<file path="config.mk">
export PLATFORM = sky130hd
export DESIGN_NAME = pll_rst_seq
export DESIGN_NICKNAME = d
export VERILOG_FILES = /design/src/rtl/pll_rst_seq_pkg.sv /design/src/rtl/pll_rst_seq_sync_2ff.sv /design/src/rtl/pll_rst_seq.sv
export SDC_FILE = /design/constraint.sdc
export NUM_CORES = 1
export LEC_CHECK = 0
export BUFFER_PORTS_ARGS = -buffer_cell sky130_fd_sc_hd__buf_2
export CAP_MARGIN = 25
export CORE_MARGIN = 2
export CORE_UTILIZATION = 40
export DETAILED_ROUTE_END_ITERATION = 7
export HOLD_SLACK_MARGIN = 0.06
export PLACE_DENSITY_LB_ADDON = 0.2
export SLEW_MARGIN = 20
export SYNTH_ARGS = -nofsm -noshare
export SYNTH_HDL_FRONTEND = slang
export SYNTH_SLANG_ARGS = --single-unit
</file>
<file path="constraint.sdc">
create_clock -name i_clk_125MHz -period 2.9 [get_ports i_clk_125MHz]
set_input_delay 0.145 -clock i_clk_125MHz [delete_from_list [all_inputs] [get_ports i_clk_125MHz]]
set_output_delay 0.145 -clock i_clk_125MHz [all_outputs]
set_load 0.05 [all_outputs]
</file>
<file path="src/rtl/pll_rst_seq_pkg.sv">
// Shared types and defaults for the pixel-clock PLL reset/lock sequencer.
// The relock counter is only built when PLL_RST_SEQ_RELOCK_CNT_EN is defined.
package pll_rst_seq_pkg;

  typedef enum logic [2:0] {
    HOLD,
    WAIT_LOCK,
    STABLE,
    RUN,
    FAULT
  } state_t;

  localparam int DEF_RST_HOLD_CYC     = 16;
  localparam int DEF_LOCK_TIMEOUT_CYC = 125000;
  localparam int DEF_STABLE_CYC       = 1024;
  localparam int DEF_MAX_RETRIES      = 3;

  localparam int RELOCK_W = 8;

  function automatic int max3(input int a, input int b, input int c);
    int m;
    m = a;
    if (b > m) m = b;
    if (c > m) m = c;
    return m;
  endfunction

endpackage

</file>
<file path="src/rtl/pll_rst_seq_sync_2ff.sv">
// Generic two-flop synchroniser with asynchronous active-high reset.
// Shared by every block that brings a signal into a new clock domain.
module sync_2ff #(
  parameter int WIDTH = 1
) (
  input  logic             clk,
  input  logic             rst,
  input  logic [WIDTH-1:0] d,
  output logic [WIDTH-1:0] q
);

  logic [WIDTH-1:0] meta;

  always_ff @(posedge clk or posedge rst) begin
    if (rst) begin
      meta <= '0;
      q    <= '0;
    end else begin
      meta <= d;
      q    <= meta;
    end
  end

endmodule

</file>
<file path="src/rtl/pll_rst_seq.sv">
// PLL reset/lock sequencer: pulses PLL reset, waits for lock with timeout and retries,
// qualifies lock over a stability window, then releases the system reset.
// Optional relock counter: define PLL_RST_SEQ_RELOCK_CNT_EN.
module pll_rst_seq
  import pll_rst_seq_pkg::*;
#(
  parameter int RST_HOLD_CYC     = DEF_RST_HOLD_CYC,
  parameter int LOCK_TIMEOUT_CYC = DEF_LOCK_TIMEOUT_CYC,
  parameter int STABLE_CYC       = DEF_STABLE_CYC,
  parameter int MAX_RETRIES      = DEF_MAX_RETRIES
) (
  input  logic                i_clk_125MHz,
  input  logic                i_rst,
  input  logic                i_locked,
  output logic                o_pll_rst,
  output logic                o_sys_rst,
  output logic                o_ready,
  output logic                o_fault,
  output logic [RELOCK_W-1:0] o_relock_cnt,
  output state_t              o_state
);

  localparam int CNT_MAX = max3(RST_HOLD_CYC, LOCK_TIMEOUT_CYC, STABLE_CYC);
  localparam int CNT_W   = (CNT_MAX > 1) ? $clog2(CNT_MAX) : 1;
  localparam int RTY_W   = $clog2(MAX_RETRIES + 1);

  localparam logic [CNT_W-1:0] HOLD_LAST    = CNT_W'(RST_HOLD_CYC - 1);
  localparam logic [CNT_W-1:0] TIMEOUT_LAST = CNT_W'(LOCK_TIMEOUT_CYC - 1);
  localparam logic [CNT_W-1:0] STABLE_LAST  = CNT_W'(STABLE_CYC - 1);
  localparam logic [RTY_W-1:0] RTY_LIMIT    = RTY_W'(MAX_RETRIES);

  logic             locked_s;
  state_t           state;
  state_t           state_nxt;
  logic [CNT_W-1:0] cnt;
  logic [CNT_W-1:0] cnt_nxt;
  logic [RTY_W-1:0] retry;
  logic [RTY_W-1:0] retry_nxt;

  sync_2ff #(
    .WIDTH(1)
  ) u_lock_sync (
    .clk(i_clk_125MHz),
    .rst(i_rst),
    .d  (i_locked),
    .q  (locked_s)
  );

  // Lock wins over timeout in WAIT_LOCK; lock loss wins over terminal count in STABLE.
  always_comb begin
    state_nxt = state;
    cnt_nxt   = cnt + CNT_W'(1);
    retry_nxt = retry;
    case (state)
      HOLD: begin
        if (cnt == HOLD_LAST) begin
          state_nxt = WAIT_LOCK;
          cnt_nxt   = '0;
        end
      end
      WAIT_LOCK: begin
        if (locked_s) begin
          state_nxt = STABLE;
          cnt_nxt   = '0;
        end else if (cnt == TIMEOUT_LAST) begin
          retry_nxt = retry + RTY_W'(1);
          state_nxt = (retry_nxt == RTY_LIMIT) ? FAULT : HOLD;
          cnt_nxt   = '0;
        end
      end
      STABLE: begin
        if (!locked_s) begin
          state_nxt = HOLD;
          cnt_nxt   = '0;
        end else if (cnt == STABLE_LAST) begin
          state_nxt = RUN;
          retry_nxt = '0;
          cnt_nxt   = '0;
        end
      end
      RUN: begin
        cnt_nxt = '0;
        if (!locked_s) state_nxt = HOLD;
      end
      FAULT: begin
        cnt_nxt = '0;
      end
      default: begin
        state_nxt = HOLD;
        cnt_nxt   = '0;
      end
    endcase
  end

  // Outputs are decoded from the next state so they move on the same edge as the state.
  always_ff @(posedge i_clk_125MHz or posedge i_rst) begin
    if (i_rst) begin
      state     <= HOLD;
      cnt       <= '0;
      retry     <= '0;
      o_pll_rst <= 1'b1;
      o_sys_rst <= 1'b1;
      o_ready   <= 1'b0;
      o_fault   <= 1'b0;
    end else begin
      state     <= state_nxt;
      cnt       <= cnt_nxt;
      retry     <= retry_nxt;
      o_pll_rst <= (state_nxt == HOLD) || (state_nxt == FAULT);
      o_sys_rst <= (state_nxt != RUN);
      o_ready   <= (state_nxt == RUN);
      o_fault   <= (state_nxt == FAULT);
    end
  end

  assign o_state = state;

`ifdef PLL_RST_SEQ_RELOCK_CNT_EN
  logic                relock_inc;
  logic [RELOCK_W-1:0] relock_cnt;

  assign relock_inc = (state == RUN) && !locked_s;

  always_ff @(posedge i_clk_125MHz or posedge i_rst) begin
    if (i_rst) begin
      relock_cnt <= '0;
    end else if (relock_inc && (relock_cnt != {RELOCK_W{1'b1}})) begin
      relock_cnt <= relock_cnt + RELOCK_W'(1);
    end
  end

  assign o_relock_cnt = relock_cnt;
`else
  assign o_relock_cnt = '0;
`endif

endmodule

</file>
Yosys cells after proc, flatten, opt, wreduce, memory -nomap -nowiden --
Index checks and enable logic that the tools add are counted.
Word-level totals: flip-flop bits (word level) 28, input port bits 3, output and inout bits 15
Operators by class: $add $sub $neg 2, equal/unequal tests 15, multiplexer cells 19, reduce and logical (&&, ||, !) cells 5
Operator list (count):
- two-way mux 17 bit | 5
- one-hot mux 17 bit (3 select lines) | 1
- two-way mux 3 bit | 7
- adder 17 x 1 -> 17 bit, second input constant | 1
- equality test 17 x 10 -> 1 bit, second input constant | 1
- equality test 17 bit, second input constant | 1
- equality test 17 x 4 -> 1 bit, second input constant | 1
- one-hot mux 3 bit (5 select lines) | 1
- equality test 3 x 2 -> 1 bit, second input constant | 3
- two-way mux 2 bit | 4
- equality test 3 bit, second input constant | 2
- logical NOT 3 bit | 2
- inequality test 2 bit, second input constant | 3
- AND reduction 5 bit | 1
- one-hot mux 2 bit (2 select lines) | 1
- equality test 3 x 1 -> 1 bit, second input constant | 1
- inequality test 3 x 2 -> 1 bit, second input constant | 1
- adder 2 x 1 -> 2 bit, second input constant | 1
- equality test 2 bit, second input constant | 1
- inequality test 2 x 1 -> 1 bit, second input constant | 1
- nonzero test 2 bit | 1
- logical OR 1 bit | 1

Logic depth before layout (Yosys ltp) --
depth after elaboration 8, gate-level depth with buffers 7, gate-level depth less buffers 6

By module --
From an unflattened synthesis, not the netlist that was laid out.
Second synthesis, totals: cell total of the unflattened synthesis 131, area total of the unflattened synthesis 1370.1 µm²
By module, submodules not included:
- pll_rst_seq | times used 1, cells an instance 128, area an instance 1316.3 µm², seq. area each 653.1 µm²
- sync_2ff | times used 1, cells an instance 3, area an instance 53.8 µm², seq. area each 50.0 µm²

Worst setup path before layout --
No wires, ideal clock.
path kind register to register, from register cnt[10], to register cnt[6], setup time 119 ps, arrival 1939 ps, required time 2781 ps, slack 842 ps, stages on the path, launching flop included 7, buffers on the path 1, cell sequence dfrtp_1 -> or4_4 -> nor4_4 -> nand3_1 -> a221oi_4 -> buf_6 -> nor2_1
On the way: longest elaborated chain between the ends 4
Ends and longest elaborated chain:
- start: declaration | line pll_rst_seq.sv:35 | logic [CNT_W-1:0] cnt;
- start signal: assignment | line pll_rst_seq.sv:107 | cnt <= cnt_nxt;
- equality test 17 x 10 -> 1 bit or equality test 17 bit (tied branches) | line pll_rst_seq.sv:75, pll_rst_seq.sv:65
- two-way mux 17 bit, on equally long branches | line pll_rst_seq.sv:75, pll_rst_seq.sv:65
- two-way mux 17 bit, on equally long branches | line pll_rst_seq.sv:72, pll_rst_seq.sv:62
- one-hot mux 17 bit (3 select lines) (*) | line pll_rst_seq.sv:54 | case (state)
- via cnt_nxt[6] | line pll_rst_seq.sv:36 | logic [CNT_W-1:0] cnt_nxt;
Mark *: on every way through the listed nets, which the timed path passes. The rest lies on a longest branch. A chain may end at the register's enable or synchronous reset.

Worst setup path after layout --
from register cnt[10], to register cnt[14]
On the way: longest elaborated chain between the ends 4
Ends and longest elaborated chain:
- adder 17 x 1 -> 17 bit, or another cell as far along | line pll_rst_seq.sv:52 | cnt_nxt = cnt + CNT_W'(1);
- two-way mux 17 bit, on equally long branches | line pll_rst_seq.sv:75, pll_rst_seq.sv:65
- two-way mux 17 bit, on equally long branches | line pll_rst_seq.sv:72, pll_rst_seq.sv:62
- one-hot mux 17 bit (3 select lines) (*) | line pll_rst_seq.sv:54
- via cnt_nxt[14] | line pll_rst_seq.sv:36
Marked as above.

==> impl_metrics.csv <==
group,metric,value,unit
status,status,"finished, final reports clean",
synth,synthTopCellsByArea,"dfrtp_1 47%, nor2_1 6.8%, xnor2_1 5.1%",
critical_path,path_class,"flip-flop to flip-flop",
floorplanning,design.die.area,3939,um2
cts,clk_latency,0.33,ns
hold_path,hp-start,"u_lock_sync.meta",
cts,cts_sinks,28,
route,viasPerCell,4.728,
route,dr.pass1.iters,3,
flow_run,cap_violations,0,
finish,drive_gt1_share,15.44,%
sta,tightest_slew,0.7514,ns
grt,grt_usage,13.42,%
cts,postCtsHoldBufs,2,
critical_path,path_max_fanout,17,
cts,post_cts_resize_count,0,
synth,syn_area,1381,um2
finish,syn_to_final_growth,11.96,%
route,wire_per_inst,11.72,um
floorplanning,core,3337,um2
power,peakVddDrop,0.0003769,V
critical_path,reg2reg_slack,0.53,ns
route,num_vias,922,
grt,antenna_found_initial,0,
floorplanning,boundaryPins,18,
cts,clock_path_buffers,2,
synth,synth-seq-area-share,50.91,%
sta,fmax,0.4221,GHz
hold_path,min-delay-path-class,"flip-flop to flip-flop",
sta,relSlewSlack,49.80,%
sta,finalHoldViolCount,0,
route,post-route-drc-count,0,
critical_path,critPathCaptureType,"flip-flop",
synth,syn_area_per_cell,10.31,um2
floorplanning,die_w,62.77,um
synth,ys_ff_latch,28,
sta,rsz0062_at_grt,"no",
place,gp_congestion,0.7607,
hold_path,hold_depth,0,
cts,root_buffer,"clkbuf_4",
critical_path,slowest_delay,0.70,ns
sta,setup_viol,0,
sta,fin_tns_setup,0,ns
cts,cts_setup_buffers,0,
grt,grt_pass1_vias,952,
finish,fill_cells,324,
route,postRouteAntennaNets,0,
cts,cts_buffers,3,
cts,h-tree-depth,1,
sta,report.final.slew_viol_count,0,
synth,synth_commonest_cells,"26 x dfrtp_1, 25 x nor2_1, 12 x nand3_1",
synth,ys_types,33,
synth,synth_edf_count,0,
place,place_hpwl,1.694,mm
floorplanning,row_count,21,
critical_path,slowest_stage,"a221oi_4",
synth,synth_top_cell_by_area,"dfrtp_1",
synth,synth_ff_type,"dfrtp_1",
synth,async_reset_ff_share,100.0,%
critical_path,r2r-end,"cnt[14]",
critical_path,crit_arrival,2.56,ns
critical_path,rr_worst_depth,5,
sta,layout_min_cycle_time,2.369,ns
route,drtIter0Drc,7,
critical_path,crit_required,3.09,ns
power,total_power,1074,uW
synth,synth_top_area_share,47.10,%
place,io_buffers,9,
finish,diodes,0,
sta,hold_ws,0.3694,ns
grt,grt_max_degree,18,
cts,cts_tree,"yes",
synth,yosysMostFrequentCell,"dfrtp_1",
grt,grt.overflow.total,0,
route,drt-total-wl,2.286,mm
synth,ys_warn_count,0,
cts,clk_pin_slew_worst_paths,0.15,ns
finish,fin_util,46.34,%
hold_path,hold_end,"u_lock_sync.q",
power,p_leak,0.0006967,uW
floorplanning,fp.dieH,62.77,um
critical_path,crit_chain,"or4_4 -> nor4_4 -> nand2_1 -> a221oi_4 -> nor2_1",
synth,synth_cells,134,
critical_path,startpoint_type,"flip-flop",
sta,fin_crit_sh,81.70,%
sta,fin_skew,0.005950,ns
grt,grt_pass1_wl,4.181,mm
floorplanning,start_util,41.39,%
critical_path,reg2reg_from,"cnt[10]",
finish,nets,155,
power,power_density,694.6,nW/um2
## worst max-delay path, delay by kind of cell (launching register included)
kind / cells / cell delay [ns]
flip-flops: 1 / 0.46
AND/OR/NAND/NOR: 4 / 1.08
AO/OA/AOI/OAI: 1 / 0.70
## how the worst max path moves through the flow
| stage | startpoint | endpoint | cells after the start |
|---|---|---|---|
| after floorplan | cnt[10] | cnt[6] | 6 |
| after global placement | cnt[10] | cnt[2] | 5 |
| after detailed placement | cnt[10] | cnt[11] | 5 |
| after CTS | cnt[10] | cnt[14] | 5 |
| after global routing | cnt[10] | cnt[9] | 5 |
| final | cnt[10] | cnt[14] | 5 |
## cell usage in the layout (no fill, tap or decap), types with 2 or more instances in the layout
master	netlist	layout
nor3_1	3	3
nor2_1	25	25
clkbuf_4	0	3
buf_2	0	9
nand4_1	2	2
and3_1	3	3
conb_1	1	8
dfrtp_1	26	26
xnor2_1	8	8
xor2_1	7	7
nand3_1	12	12
ha_1	2	2
nor3b_1	3	3
dfstp_2	2	2
inv_1	7	7
o21ai_0	3	3
nand2_1	5	5
dlygate4sd3_1	0	2
## power breakdown
group | internal, uW | switching (uW)
logic | 104 | 209
registers | 453 | 57.2
clock network | 140 | 111
## cells by family after synthesis
| group | count (synthesis) | synth area share, % |
|---|---|---|
| compound gates | 9 | 5.797 |
| xor+xnor | 15 | 9.511 |
| simple gates | 63 | 24.64 |
| fa+ha+maj | 2 | 1.811 |
| other cells | 1 | 0.2715 |
| flops | 28 | 50.91 |
| buf+inv | 16 | 7.066 |
## final cells by class
type / count / area, um2 / share of cell area [%]
clock buffer: 3 / 22.52 / 1.456
clock inverter: 1 / 30.03 / 1.942
inverter: 7 / 26.28 / 1.699
multi-input combinational: 97 / 606.8 / 39.24
sequential: 28 / 703.2 / 45.47
tap: 46 / 57.56 / 3.722
timing repair buffer: 13 / 100.1 / 6.473
## per-stage QoR
step / std cells / area, um2 / worst slack [ns]
6_report: 195 / 1546 / 0.5306
5_1_grt: 195 / 1546 / 0.3171
4_1_cts: 195 / 1546 / 0.4952
3_5_place_dp: 189 / 1474 / 0.5074
3_3_place_gp: 188 / 1446 / 0.5748
2_1_floorplan: 141 / 1408 / 0.8421
## state kept, by name, summed over array words and instances (netlist names)
name              flops
u_lock_sync.meta      1
o_pll_rst             1
retry                 2
o_state               3
cnt                  17
o_fault               1
o_ready               1
o_sys_rst             1
u_lock_sync.q         1
## metal layers
metal	global-route usage (%)	wire length [um]	vias to the layer above	share of wire, %
li1	-	-	466	-
met1	16.51	1033	441	45
met2	23.25	1156	10	51
met3	2.162	51	5	2.2
met4	5.833	44	0	1.9
met5	0	0	-	0
Note: power is estimated with default switching activity, not from simulation.
